<file path="src/rtl/alu_pkg.sv">
// Shared definitions for the sequential ALU: opcodes, FSM states, flag bundle.
package alu_pkg;

    localparam int unsigned OPW = 4;

    localparam logic [OPW-1:0] OP_ADD = 4'b0000;
    localparam logic [OPW-1:0] OP_SUB = 4'b0001;
    localparam logic [OPW-1:0] OP_MUL = 4'b0010;
    localparam logic [OPW-1:0] OP_DIV = 4'b0011;
    localparam logic [OPW-1:0] OP_AND = 4'b0100;
    localparam logic [OPW-1:0] OP_OR  = 4'b0101;
    localparam logic [OPW-1:0] OP_XOR = 4'b0110;

    // The completion edge leaves EXEC/SHIFT straight to IDLE so that done
    // coincides with IDLE and a new bgn can be taken back-to-back; FIN is
    // kept in the encoding and only ever decodes as a recovery to IDLE.
    typedef enum logic [1:0] {
        ST_IDLE  = 2'd0,
        ST_EXEC  = 2'd1,
        ST_SHIFT = 2'd2,
        ST_FIN   = 2'd3
    } state_e;

    typedef struct packed {
        logic carry;
        logic borrow;
        logic neg;
        logic dvz;
        logic illegal;
    } flags_t;

    function automatic logic is_legal(input logic [OPW-1:0] op);
        return op <= OP_XOR;
    endfunction

endpackage

</file>
<file path="src/rtl/seq_muldiv.sv">
// Iterative unsigned multiplier (shift-add) and restoring divider sharing one
// WIDTH+1 adder. The start edge already performs the first step, so after
// WIDTH edges (start included) res is final and rdy pulses for one cycle.
//   start  : load a/b/is_div and do step 1
//   res    : MUL -> product, DIV -> {remainder, quotient}
//   rdy    : one-cycle pulse, res valid while high and until next start
module seq_muldiv
    import alu_pkg::*;
#(
    parameter int unsigned WIDTH = 16
) (
    input  logic               clk,
    input  logic               rst_n,
    input  logic               start,
    input  logic               is_div,
    input  logic [WIDTH-1:0]   a,
    input  logic [WIDTH-1:0]   b,
    output logic [2*WIDTH-1:0] res,
    output logic               rdy
);

    localparam int unsigned CW = $clog2(WIDTH + 1);
    localparam int unsigned AW = WIDTH + 1;
    localparam int unsigned SW = WIDTH + 2;

    logic [WIDTH-1:0] hi_q, hi_d, lo_q, lo_d, opb_q, opb_d;
    logic             div_q, div_d, run_q, run_d, rdy_q, rdy_d;
    logic [CW-1:0]    cnt_q, cnt_d;

    logic [WIDTH-1:0] hi_c, lo_c, opb_c;
    logic             div_c, ge_c;
    logic [AW-1:0]    add_a_c, add_b_c;
    logic             add_ci_c;
    logic [SW-1:0]    sum_c;

    // Step operands: freshly loaded values on the start edge, registers otherwise.
    always_comb begin
        hi_c  = start ? '0     : hi_q;
        lo_c  = start ? a      : lo_q;
        opb_c = start ? b      : opb_q;
        div_c = start ? is_div : div_q;
    end

    // Shared adder: MUL adds the multiplicand, DIV subtracts the divisor from
    // the shifted partial remainder (carry-out set means no borrow).
    always_comb begin
        if (div_c) begin
            add_a_c  = {hi_c, lo_c[WIDTH-1]};
            add_b_c  = ~{1'b0, opb_c};
            add_ci_c = 1'b1;
        end else begin
            add_a_c  = {1'b0, hi_c};
            add_b_c  = lo_c[0] ? {1'b0, opb_c} : '0;
            add_ci_c = 1'b0;
        end
        sum_c = SW'(add_a_c) + SW'(add_b_c) + SW'(add_ci_c);
        ge_c  = sum_c[SW-1];
    end

    // Next state of the iteration registers and step counter.
    always_comb begin
        hi_d  = hi_q;
        lo_d  = lo_q;
        opb_d = opb_q;
        div_d = div_q;
        run_d = run_q;
        cnt_d = cnt_q;
        rdy_d = 1'b0;
        if (start || run_q) begin
            if (div_c) begin
                hi_d = ge_c ? sum_c[WIDTH-1:0] : add_a_c[WIDTH-1:0];
                lo_d = {lo_c[WIDTH-2:0], ge_c};
            end else begin
                hi_d = sum_c[WIDTH:1];
                lo_d = {sum_c[0], lo_c[WIDTH-1:1]};
            end
        end
        if (start) begin
            opb_d = b;
            div_d = is_div;
            run_d = 1'b1;
            cnt_d = CW'(1);
        end else if (run_q) begin
            cnt_d = cnt_q + CW'(1);
            if (cnt_q == CW'(WIDTH - 1)) begin
                run_d = 1'b0;
                rdy_d = 1'b1;
            end
        end
    end

    always_ff @(posedge clk or negedge rst_n) begin
        if (!rst_n) begin
            hi_q  <= '0;
            lo_q  <= '0;
            opb_q <= '0;
            div_q <= 1'b0;
            run_q <= 1'b0;
            cnt_q <= '0;
            rdy_q <= 1'b0;
        end else begin
            hi_q  <= hi_d;
            lo_q  <= lo_d;
            opb_q <= opb_d;
            div_q <= div_d;
            run_q <= run_d;
            cnt_q <= cnt_d;
            rdy_q <= rdy_d;
        end
    end

    assign res = {hi_q, lo_q};
    assign rdy = rdy_q;

endmodule

</file>
<file path="src/rtl/alu_seq_param.sv">
// Parametrised multi-cycle ALU with busy/done handshake and optional post-shift.
//   clk, rst (async active-low, deassertion synchronised)
//   bgn/control/sh/pos/nr1/nr2 : request, sampled in IDLE only
//   outbus + flags             : written only at completion, held otherwise
//   busy                       : operation in flight; done : completion pulse
module alu_seq_param
    import alu_pkg::*;
#(
    parameter int unsigned WIDTH = 16,
    parameter int unsigned PW    = $clog2(WIDTH)
) (
    input  logic               clk,
    input  logic               rst,
    input  logic               bgn,
    input  logic [3:0]         control,
    input  logic               sh,
    input  logic [PW-1:0]      pos,
    input  logic [WIDTH-1:0]   nr1,
    input  logic [WIDTH-1:0]   nr2,
    output logic [2*WIDTH-1:0] outbus,
    output logic               carry_next,
    output logic               borrow_next,
    output logic               neg,
    output logic               zero,
    output logic               dvz,
    output logic               illegal,
    output logic               busy,
    output logic               done
);

    localparam int unsigned RW = 2 * WIDTH;

    // Reset: asserts asynchronously, releases two edges after rst rises.
    logic [1:0] rst_sync_q;
    logic       rst_n_int;

    always_ff @(posedge clk or negedge rst) begin
        if (!rst) rst_sync_q <= 2'b00;
        else      rst_sync_q <= {rst_sync_q[0], 1'b1};
    end
    assign rst_n_int = rst_sync_q[1];

    state_e           state_q, state_d;
    logic [3:0]       op_q, op_d;
    logic [WIDTH-1:0] a_q, a_d, b_q, b_d;
    logic             sh_q, sh_d;
    logic [PW-1:0]    pos_q, pos_d;
    logic [RW-1:0]    res_q, res_d;
    flags_t           pend_q, pend_d;
    logic [RW-1:0]    outbus_q, outbus_d;
    flags_t           flags_q, flags_d;
    logic             zero_q, zero_d;
    logic             busy_q, busy_d;
    logic             done_q, done_d;

    logic             md_start_c, md_rdy;
    logic [RW-1:0]    md_res;
    logic [WIDTH:0]   add_c;
    logic [WIDTH-1:0] sub_c;
    logic [RW-1:0]    exec_res_c, shift_res_c;
    flags_t           exec_flags_c;
    logic             md_wait_c;

    seq_muldiv #(.WIDTH(WIDTH)) u_muldiv (
        .clk    (clk),
        .rst_n  (rst_n_int),
        .start  (md_start_c),
        .is_div (control == OP_DIV),
        .a      (nr1),
        .b      (nr2),
        .res    (md_res),
        .rdy    (md_rdy)
    );

    // Result and flags of the latched operation at the end of EXEC.
    always_comb begin
        add_c        = {1'b0, a_q} + {1'b0, b_q};
        sub_c        = a_q - b_q;
        exec_res_c   = '0;
        exec_flags_c = '0;
        md_wait_c    = (op_q == OP_MUL) || ((op_q == OP_DIV) && (b_q != '0));
        case (op_q)
            OP_ADD: begin
                exec_res_c         = RW'(add_c);
                exec_flags_c.carry = add_c[WIDTH];
                exec_flags_c.neg   = add_c[WIDTH-1];
            end
            OP_SUB: begin
                exec_res_c          = RW'(sub_c);
                exec_flags_c.borrow = (a_q < b_q);
                exec_flags_c.neg    = sub_c[WIDTH-1];
            end
            OP_MUL: exec_res_c = md_res;
            OP_DIV: begin
                if (b_q == '0) begin
                    exec_res_c       = {a_q, {WIDTH{1'b1}}};
                    exec_flags_c.dvz = 1'b1;
                end else begin
                    exec_res_c = md_res;
                end
            end
            OP_AND:  exec_res_c = RW'(a_q & b_q);
            OP_OR:   exec_res_c = RW'(a_q | b_q);
            OP_XOR:  exec_res_c = RW'(a_q ^ b_q);
            default: exec_flags_c.illegal = 1'b1;
        endcase
        shift_res_c = res_q << pos_q;
    end

    // FSM next-state and output update.
    always_comb begin
        state_d    = state_q;
        op_d       = op_q;
        a_d        = a_q;
        b_d        = b_q;
        sh_d       = sh_q;
        pos_d      = pos_q;
        res_d      = res_q;
        pend_d     = pend_q;
        outbus_d   = outbus_q;
        flags_d    = flags_q;
        zero_d     = zero_q;
        busy_d     = busy_q;
        done_d     = 1'b0;
        md_start_c = 1'b0;
        case (state_q)
            ST_IDLE: begin
                if (bgn) begin
                    op_d       = control;
                    a_d        = nr1;
                    b_d        = nr2;
                    sh_d       = sh;
                    pos_d      = pos;
                    busy_d     = 1'b1;
                    state_d    = ST_EXEC;
                    md_start_c = (control == OP_MUL) ||
                                 ((control == OP_DIV) && (nr2 != '0));
                end
            end
            ST_EXEC: begin
                if (!md_wait_c || md_rdy) begin
                    // Illegal opcodes never take the shift step.
                    if (sh_q && is_legal(op_q)) begin
                        res_d   = exec_res_c;
                        pend_d  = exec_flags_c;
                        state_d = ST_SHIFT;
                    end else begin
                        outbus_d = exec_res_c;
                        flags_d  = exec_flags_c;
                        zero_d   = (exec_res_c == '0);
                        busy_d   = 1'b0;
                        done_d   = 1'b1;
                        state_d  = ST_IDLE;
                    end
                end
            end
            ST_SHIFT: begin
                outbus_d = shift_res_c;
                flags_d  = pend_q;
                zero_d   = (shift_res_c == '0);
                busy_d   = 1'b0;
                done_d   = 1'b1;
                state_d  = ST_IDLE;
            end
            default: state_d = ST_IDLE;
        endcase
    end

    always_ff @(posedge clk or negedge rst_n_int) begin
        if (!rst_n_int) begin
            state_q  <= ST_IDLE;
            op_q     <= '0;
            a_q      <= '0;
            b_q      <= '0;
            sh_q     <= 1'b0;
            pos_q    <= '0;
            res_q    <= '0;
            pend_q   <= '0;
            outbus_q <= '0;
            flags_q  <= '0;
            zero_q   <= 1'b0;
            busy_q   <= 1'b0;
            done_q   <= 1'b0;
        end else begin
            state_q  <= state_d;
            op_q     <= op_d;
            a_q      <= a_d;
            b_q      <= b_d;
            sh_q     <= sh_d;
            pos_q    <= pos_d;
            res_q    <= res_d;
            pend_q   <= pend_d;
            outbus_q <= outbus_d;
            flags_q  <= flags_d;
            zero_q   <= zero_d;
            busy_q   <= busy_d;
            done_q   <= done_d;
        end
    end

    assign outbus      = outbus_q;
    assign carry_next  = flags_q.carry;
    assign borrow_next = flags_q.borrow;
    assign neg         = flags_q.neg;
    assign zero        = zero_q;
    assign dvz         = flags_q.dvz;
    assign illegal     = flags_q.illegal;
    assign busy        = busy_q;
    assign done        = done_q;

endmodule

</file>
<file path="config.mk">
export PLATFORM = sky130hd
export DESIGN_NAME = alu_seq_param
export DESIGN_NICKNAME = d
export VERILOG_FILES = /design/src/rtl/alu_pkg.sv /design/src/rtl/seq_muldiv.sv /design/src/rtl/alu_seq_param.sv
export SDC_FILE = /design/constraint.sdc
export NUM_CORES = 1
export LEC_CHECK = 0
export CAP_MARGIN = 25
export CORE_UTILIZATION = 41
export CTS_CLUSTER_DIAMETER = 100
export CTS_CLUSTER_SIZE = 40
export DETAILED_ROUTE_END_ITERATION = 10
export DONT_BUFFER_PORTS = 1
export GPL_ROUTABILITY_DRIVEN = 0
export PLACE_DENSITY_LB_ADDON = 0.05
export SYNTH_ARGS = -nofsm -noshare
export SYNTH_HDL_FRONTEND = slang
export SYNTH_SLANG_ARGS = --single-unit
export TNS_END_PERCENT = 10
</file>
<file path="constraint.sdc">
create_clock -name clk -period 14.4 [get_ports clk]
set_clock_uncertainty 0.15 [all_clocks]
set_input_delay 4.32 -clock clk [delete_from_list [all_inputs] [get_ports clk]]
set_output_delay 4.32 -clock clk [all_outputs]
set_load 0.1 [all_outputs]
</file>
==> metrics.yaml <==
outcome: "completed"
synthCells: 1541
r2r_slack_ns: 7.46
ys.flop_type: "dfrtp_1"
setup-violations-final: 0
syn_avg_cell_area_um2: 8.63
cts_tree: "yes"
synth-async-reset-ratio_pct: 100
cp_max_fo: 46
nNetsFinal: 1595
rsz0062_at_grt: "false"
rows: 65
ys_seq_elements: 178
grt_pass1_vias: 11073
die_height_um: 182
htree_levels: 4
cp.arrival_ns: 10.21
pin_count: 84
dp.cells: 1859
viasPerCell: 6.08
path_class: "in -> reg"
track_usage_pct: 27.5
synthesis.nets: 1658
start_kind: "input pin"
reg2reg_from: "state_q[0]"
hold_class: "reg -> async"
dieArea_um2: 33200
drt_iter0_markers: 1021
first_pass_iters: 5
fin_crit_ns: 10.02
cts.repair.resized: 0
grt_antenna_before_repair: 1
max-cap-violations: 0
path_clk_slew_ns: 0.08
cts-buffers-inserted: 17
start_util_pct: 41.9
worstPathRequired_ns: 14.60
root_buffer: "clkbuf_16"
post-place-ws_ns: 3.95
fin_ws_ns: 4.38
slowest_delay_ns: 0.72
cp_cell_sequence: "nand2_2 > nor4b_1 > o21a_2 > buf_4 > mux2i_4 > buf_4 > o21ai_0 > ha_1 > nor2b_1 > o21ai_0 > a21boi_0 > o32ai_1 > o211ai_1 > a31oi_4 > mux2i_1 > a21oi_1 > a21o_1"
layout_common_cells: "nand2_1 (281), dfrtp_1 (176), o21ai_0 (134)"
cts.sinks: 178
r2r_end: "u_muldiv.hi_q[3]"
io_buffers: 0
postCtsSetupRepairBufs: 0
synth_cell_types: 92
post-route-util_pct: 45.1
hpwlAfterDp_um: 33400
drive_gt1_share_pct: 11.1
instances_no_fill: 1893
maxSlewHeadroom_pct: 23.5
end_kind: "flip-flop"
syn_area_um2: 13300
ys_seq_area_share_pct: 33.5
cts_hold_buf: 0
final_common_cell: "nand2_1"
routed_wirelength_um: 44200
r2r_cells: 19
overflow: 0
syn_to_final_growth_pct: 7.53
core-area_um2: 31700
cp_slowest_cell: "o32ai_1"
drv_slew: 0
yosysWarningCount: 0
worst-path-buf-inv: 2
hold_violations: 0
timing.final.crit_share_pct: 69.6
drc: 0
clk_latency_ns: 0.46
wire_per_inst_um: 23.3
drtAntennaViolNets: 0
crit_family: "compound AO/OA/AOI/OAI gates"
via_count: 11502
cts.path.max_buffers: 2
die-width_um: 182
antenna_cells: 0
fmax_mhz: 99.8
worstMarginPinSlew_ns: 1.12
fin_setup_tns_ns: 0
grt_max_degree: 73
grt_pass1_wl_um: 68800
synth-edff-count: 0
synth_stat cells, types with 4 or more instances:
master | number | area, µm²
inv_1 | 59 | 221
dfrtp_1 | 178 | 4450
o21ai_0 | 135 | 676
mux2_2 | 53 | 597
o2111ai_1 | 5 | 43.8
fa_1 | 4 | 80.1
and3_1 | 8 | 50.1
nor4_1 | 12 | 75.1
o31ai_1 | 9 | 67.6
nor3_1 | 22 | 110
and2_1 | 10 | 62.6
o211a_1 | 4 | 40.0
o211ai_1 | 18 | 135
buf_1 | 11 | 41.3
xnor2_1 | 13 | 114
a221oi_1 | 7 | 61.3
o22a_1 | 15 | 131
a211oi_1 | 12 | 90.1
a22oi_1 | 20 | 150
nor2b_1 | 9 | 56.3
mux4_2 | 26 | 586
nor4b_1 | 4 | 35.0
nand4_1 | 13 | 81.3
nor2_1 | 94 | 353
a22o_1 | 6 | 52.6
ha_1 | 69 | 863
nor3b_1 | 6 | 45.0
clkbuf_1 | 81 | 304
a31oi_1 | 11 | 68.8
a21o_1 | 19 | 143
nand4b_1 | 4 | 35.0
nand3_1 | 37 | 185
buf_2 | 12 | 60.1
or4_1 | 4 | 30.0
xor2_1 | 9 | 78.8
nand2b_1 | 15 | 93.8
a2111oi_0 | 4 | 35.0
o311a_1 | 6 | 60.1
a21oi_1 | 66 | 330
mux2i_1 | 68 | 681
nand2_1 | 282 | 1060
o21a_1 | 11 | 82.6
or3_1 | 10 | 62.6
o21bai_1 | 8 | 60.1
sequential cells by signal, indices dropped and copies added, names as in the netlist, 2 cells and up:
signal,flops
outbus,32
res_q,32
a_q,16
b_q,16
u_muldiv.hi_q,16
u_muldiv.lo_q,16
u_muldiv.opb_q,16
pend_q,5
u_muldiv.cnt_q,5
op_q,4
pos_q,4
rst_sync_q,2
state_q,2
cell type report:
class | instances | area (µm²)
clock buffer | 19 | 453
clock inverter | 13 | 193
fill | 3148 | 17400
inverter | 61 | 229
multi-input combinational | 1196 | 8260
sequential | 178 | 4460
tap | 402 | 503
timing repair buffer | 24 | 203
worst max path at each step:
stage	cells past startpoint	to	slack, ns	start
6_report	17	u_muldiv.hi_q[3]	4.38	bgn
5_1_grt	18	u_muldiv.hi_q[1]	3.86	bgn
4_1_cts	17	u_muldiv.hi_q[12]	4.41	bgn
3_5_place_dp	17	u_muldiv.hi_q[12]	3.95	bgn
3_3_place_gp	18	u_muldiv.hi_q[6]	4.09	bgn
2_1_floorplan	21	u_muldiv.hi_q[6]	5.12	control[0]
kinds of logic (layout without fill, tap and decap cells):
kind of cell	count (synthesis)	in the layout	synth area share, %
other	1	1	0.0282
adders and majority gates	73	73	7.09
DFF	178	178	33.5
and+or+nand+nor	553	553	19.1
AOI/OAI and AO/OA	400	400	20.0
muxes	147	147	14.0
buffers and inverters	167	117	4.89
xor gates and xnor gates	22	22	1.45
per-layer routing:
metal  share of wire [%]  vias up  GRT usage (%)
met3                 5.4       61           4.69
met4                 2.6        2           9.08
met5               0.029        -              0
met2                  46      355           42.9
li1                    -     5422              -
met1                  46     5662           38.5
metrics by stage:
stage,hold slack [ns],instance area (µm²)
floorplan,0.181,13300
global placement,0.189,13600
detailed placement,0.190,13600
CTS,0.206,14300
global route,0.231,14300
finish,0.183,14300
Power is not shown: default switching activity piles up to over one toggle a cycle in this logic, so the estimate is an artifact.
==> edit: new RTL, same settings <==
Put a register stage on the outputs `carry_next` and `borrow_next`, cleared by the reset. The values now appear one clock later. The other outputs are not delayed to match.
--- a/src/rtl/alu_seq_param.sv
+++ b/src/rtl/alu_seq_param.sv
@@ -200,6 +200,13 @@
 
     assign outbus      = outbus_q;
-    assign carry_next  = flags_q.carry;
-    assign borrow_next = flags_q.borrow;
+    always_ff @(posedge clk or negedge rst) begin
+        if (!rst) begin
+            carry_next  <= '0;
+            borrow_next <= '0;
+        end else begin
+            carry_next  <= flags_q.carry;
+            borrow_next <= flags_q.borrow;
+        end
+    end
     assign neg         = flags_q.neg;
     assign zero        = zero_q;
Function: changed (Yosys sat finds a counterexample within 10 cycles, from zero or initial values and one cycle with rst low).
==> edit against the original RTL <==
Cell count is 1.8% higher; synthesized cell count is 0.13% higher; critical path depth is 1 higher; design area is 0.29% higher; wire length is 2.4% lower; utilization hardly changed; sequential cell count is 2 higher; worst setup slack worse by 0.062 ns; area after synthesis is 0.38% higher; via count is 0.62% higher; non-clock buffer count is 1 lower; hold slack worse by 0.070 ns.
Power is not shown: default switching activity piles up to over one toggle a cycle in this logic, so the estimate is an artifact.
==> edit: results (changes against the original RTL) <==
stage	metric	value	unit	change
detailed_routing	met3 wire len	2297	um	was 2385 um
logic_synthesis	Synth area leaders	dfrtp_1 34%, nand2_1 7.9%, ha_1 6.5%, mux2i_1 5.1%, o21ai_0 5.1%		was dfrtp_1 33%, nand2_1 8.0%, ha_1 6.5%, mux2i_1 5.1%, o21ai_0 5.1%
worst_setup_path	worst-case reg-to-reg path depth	20		was 19
placement	Placed Cells	1892		was 1859
detailed_routing	post-DR wirelength/cell	22.37	um	was 23.33 um
clock_tree	Root Buffer	clkbuf_16		unchanged
worst_setup_path	worst path arrival time	10.28	ns	was 10.21 ns
final_layout	Antenna diodes	0		unchanged
detailed_routing	max layer used	met4		was met5
logic_synthesis	top cell type's share of synthesized area	33.74	%	was 33.49%
worst_setup_path	Reg2Reg Setup Slack	7.43	ns	was 7.46 ns
placement	hpwl dp	32560	um	was 33390 um
global_route	largest net degree at the start of global routing	77		was 73
worst_setup_path	CP startpoint	bgn		unchanged
logic_synthesis	library cells used by synthesis	92		unchanged
hold_path	Worst Hold Class	reg2async		unchanged
timing	Fin Setup TNS	0	ns	unchanged
global_route	Total GRT Usage	26.68	%	was 27.47%
clock_tree	latest clock arrival within the worst-skew pair	0.46	ns	about the same
timing	worst-margin pin slew	1.145	ns	was 1.119 ns
detailed_routing	DR WL met2	19600	um	was 20200 um
logic_synthesis	Top FF cell, synth	dfrtp_1		unchanged
clock_tree	Worst-path clk slew	0.07	ns	
clock_tree	H-tree lvl count	4		unchanged
job	Max-Cap Viols	0		unchanged
final_layout	Layout Cells excl Fill	1927		was 1893
detailed_routing	1st-iter DRT viols	986		was 1021
global_route	vias in the first global route	11220		was 11070
logic_synthesis	synthesized net count	1660		was 1658
outcome	status	finished, final reports clean		unchanged
worst_setup_path	R2R Path End	u_muldiv.hi_q[12]		was u_muldiv.hi_q[3]
detailed_routing	Via density	6.006		was 6.076
final_layout	share of layout cells above drive strength 1	10.99	%	was 11.13%
global_route	first-pass GRT wire length	67080	um	was 68790 um
clock_tree	setup bufs post-CTS	0		unchanged
detailed_routing	DR pass1 iterations	9		was 5
logic_synthesis	yosys synthesis warning count	0		unchanged
logic_synthesis	Post-synth ARST share	100.0	%	unchanged
logic_synthesis	average size of a mapped cell	8.652	um2	was 8.631 um2
worst_setup_path	worst-path fanout max	57		was 46
clock_tree	Resized cells post-CTS	0		unchanged
clock_tree	TritonCTS Buffers	17		unchanged
placement	# port buffers	0		unchanged
final_layout	Filler Cell Count	3124		was 3148
worst_setup_path	Reg-to-Reg Start	state_q[1]		was state_q[0]
final_layout	fin nets	1596		was 1595
detailed_routing	Post-Route M1 WL	19720	um	was 20430 um
logic_synthesis	post-synthesis sequential area ratio	33.74	%	was 33.49%
global_route	initial antenna violation count	0		was 1
clock_tree	largest buffer count on any clock path	2		unchanged
logic_synthesis	EDFF count, synth	0		unchanged
logic_synthesis	Synth top cells by count	282 x nand2_1, 180 x dfrtp_1, 135 x o21ai_0		was 282 x nand2_1, 178 x dfrtp_1, 135 x o21ai_0
## edit: cell type report
type                       instances  area share, %
clock buffer                      19          3.088
inverter                          61          1.596
multi-input combinational       1196          57.61
clock inverter                    13         0.9509
tap                              435          3.795
timing repair buffer              23          1.518
sequential                       180          31.44
## edit: worst max-delay path: stages
cell and delay [ns]:
nand2_2 0.02, buf_4 0.30, nor4b_1 0.69, o21a_2 0.24
buf_4 0.48, mux2i_4 0.31, buf_4 0.48, o21ai_0 0.32
ha_1 0.36, nor2b_1 0.13, o21ai_0 0.18, a21boi_0 0.20
o32ai_1 0.68, o211ai_1 0.31, a31oi_4 0.67, mux2i_1 0.26
a211oi_1 0.09, a21o_1 0.17
## edit: how the worst max path moves through the flow
stage / endpoint / cells after the start
after CTS: u_muldiv.hi_q[6] / 18
after floorplan: u_muldiv.hi_q[6] / 21
after global routing: u_muldiv.hi_q[6] / 18
after detailed placement: u_muldiv.hi_q[9] / 18
after global placement: u_muldiv.hi_q[6] / 18
final: u_muldiv.hi_q[12] / 18
## edit: cell families (layout without fill, tap and decap cells)
| kind of cell | after synthesis | count (layout) | synth area share, % |
|---|---|---|---|
| AND/OR/NAND/NOR | 553 | 553 | 18.99 |
| multiplexers | 147 | 147 | 13.95 |
| adder cells (fa/ha/maj) | 73 | 73 | 7.067 |
| other | 1 | 1 | 0.02809 |
| flip-flops | 180 | 180 | 33.74 |
| AO/OA/AOI/OAI | 400 | 400 | 19.91 |
| XOR/XNOR | 22 | 22 | 1.443 |
| buffers and inverters | 167 | 116 | 4.873 |
## edit: stage by stage
step | worst slack, ns | utilization, % | cell area (um2) | hold slack [ns]
2_1_floorplan | 5.118 | - | 13350 | 0.1812
3_3_place_gp | 4.113 | 43.07 | 13700 | 0.1330
3_5_place_dp | 3.889 | 43.07 | 13700 | 0.1348
4_1_cts | 4.385 | 44.89 | 14270 | 0.1418
5_1_grt | 3.764 | 45.10 | 14340 | 0.1600
6_report | 4.322 | 45.10 | 14340 | 0.1126
## edit: per-layer routing
metal  up-vias  global-route usage, %
li1       5429                      -
met1      5737                  36.29
met4         0                  10.42
met5         -                      0
met2       354                  42.24
met3        53                  4.590
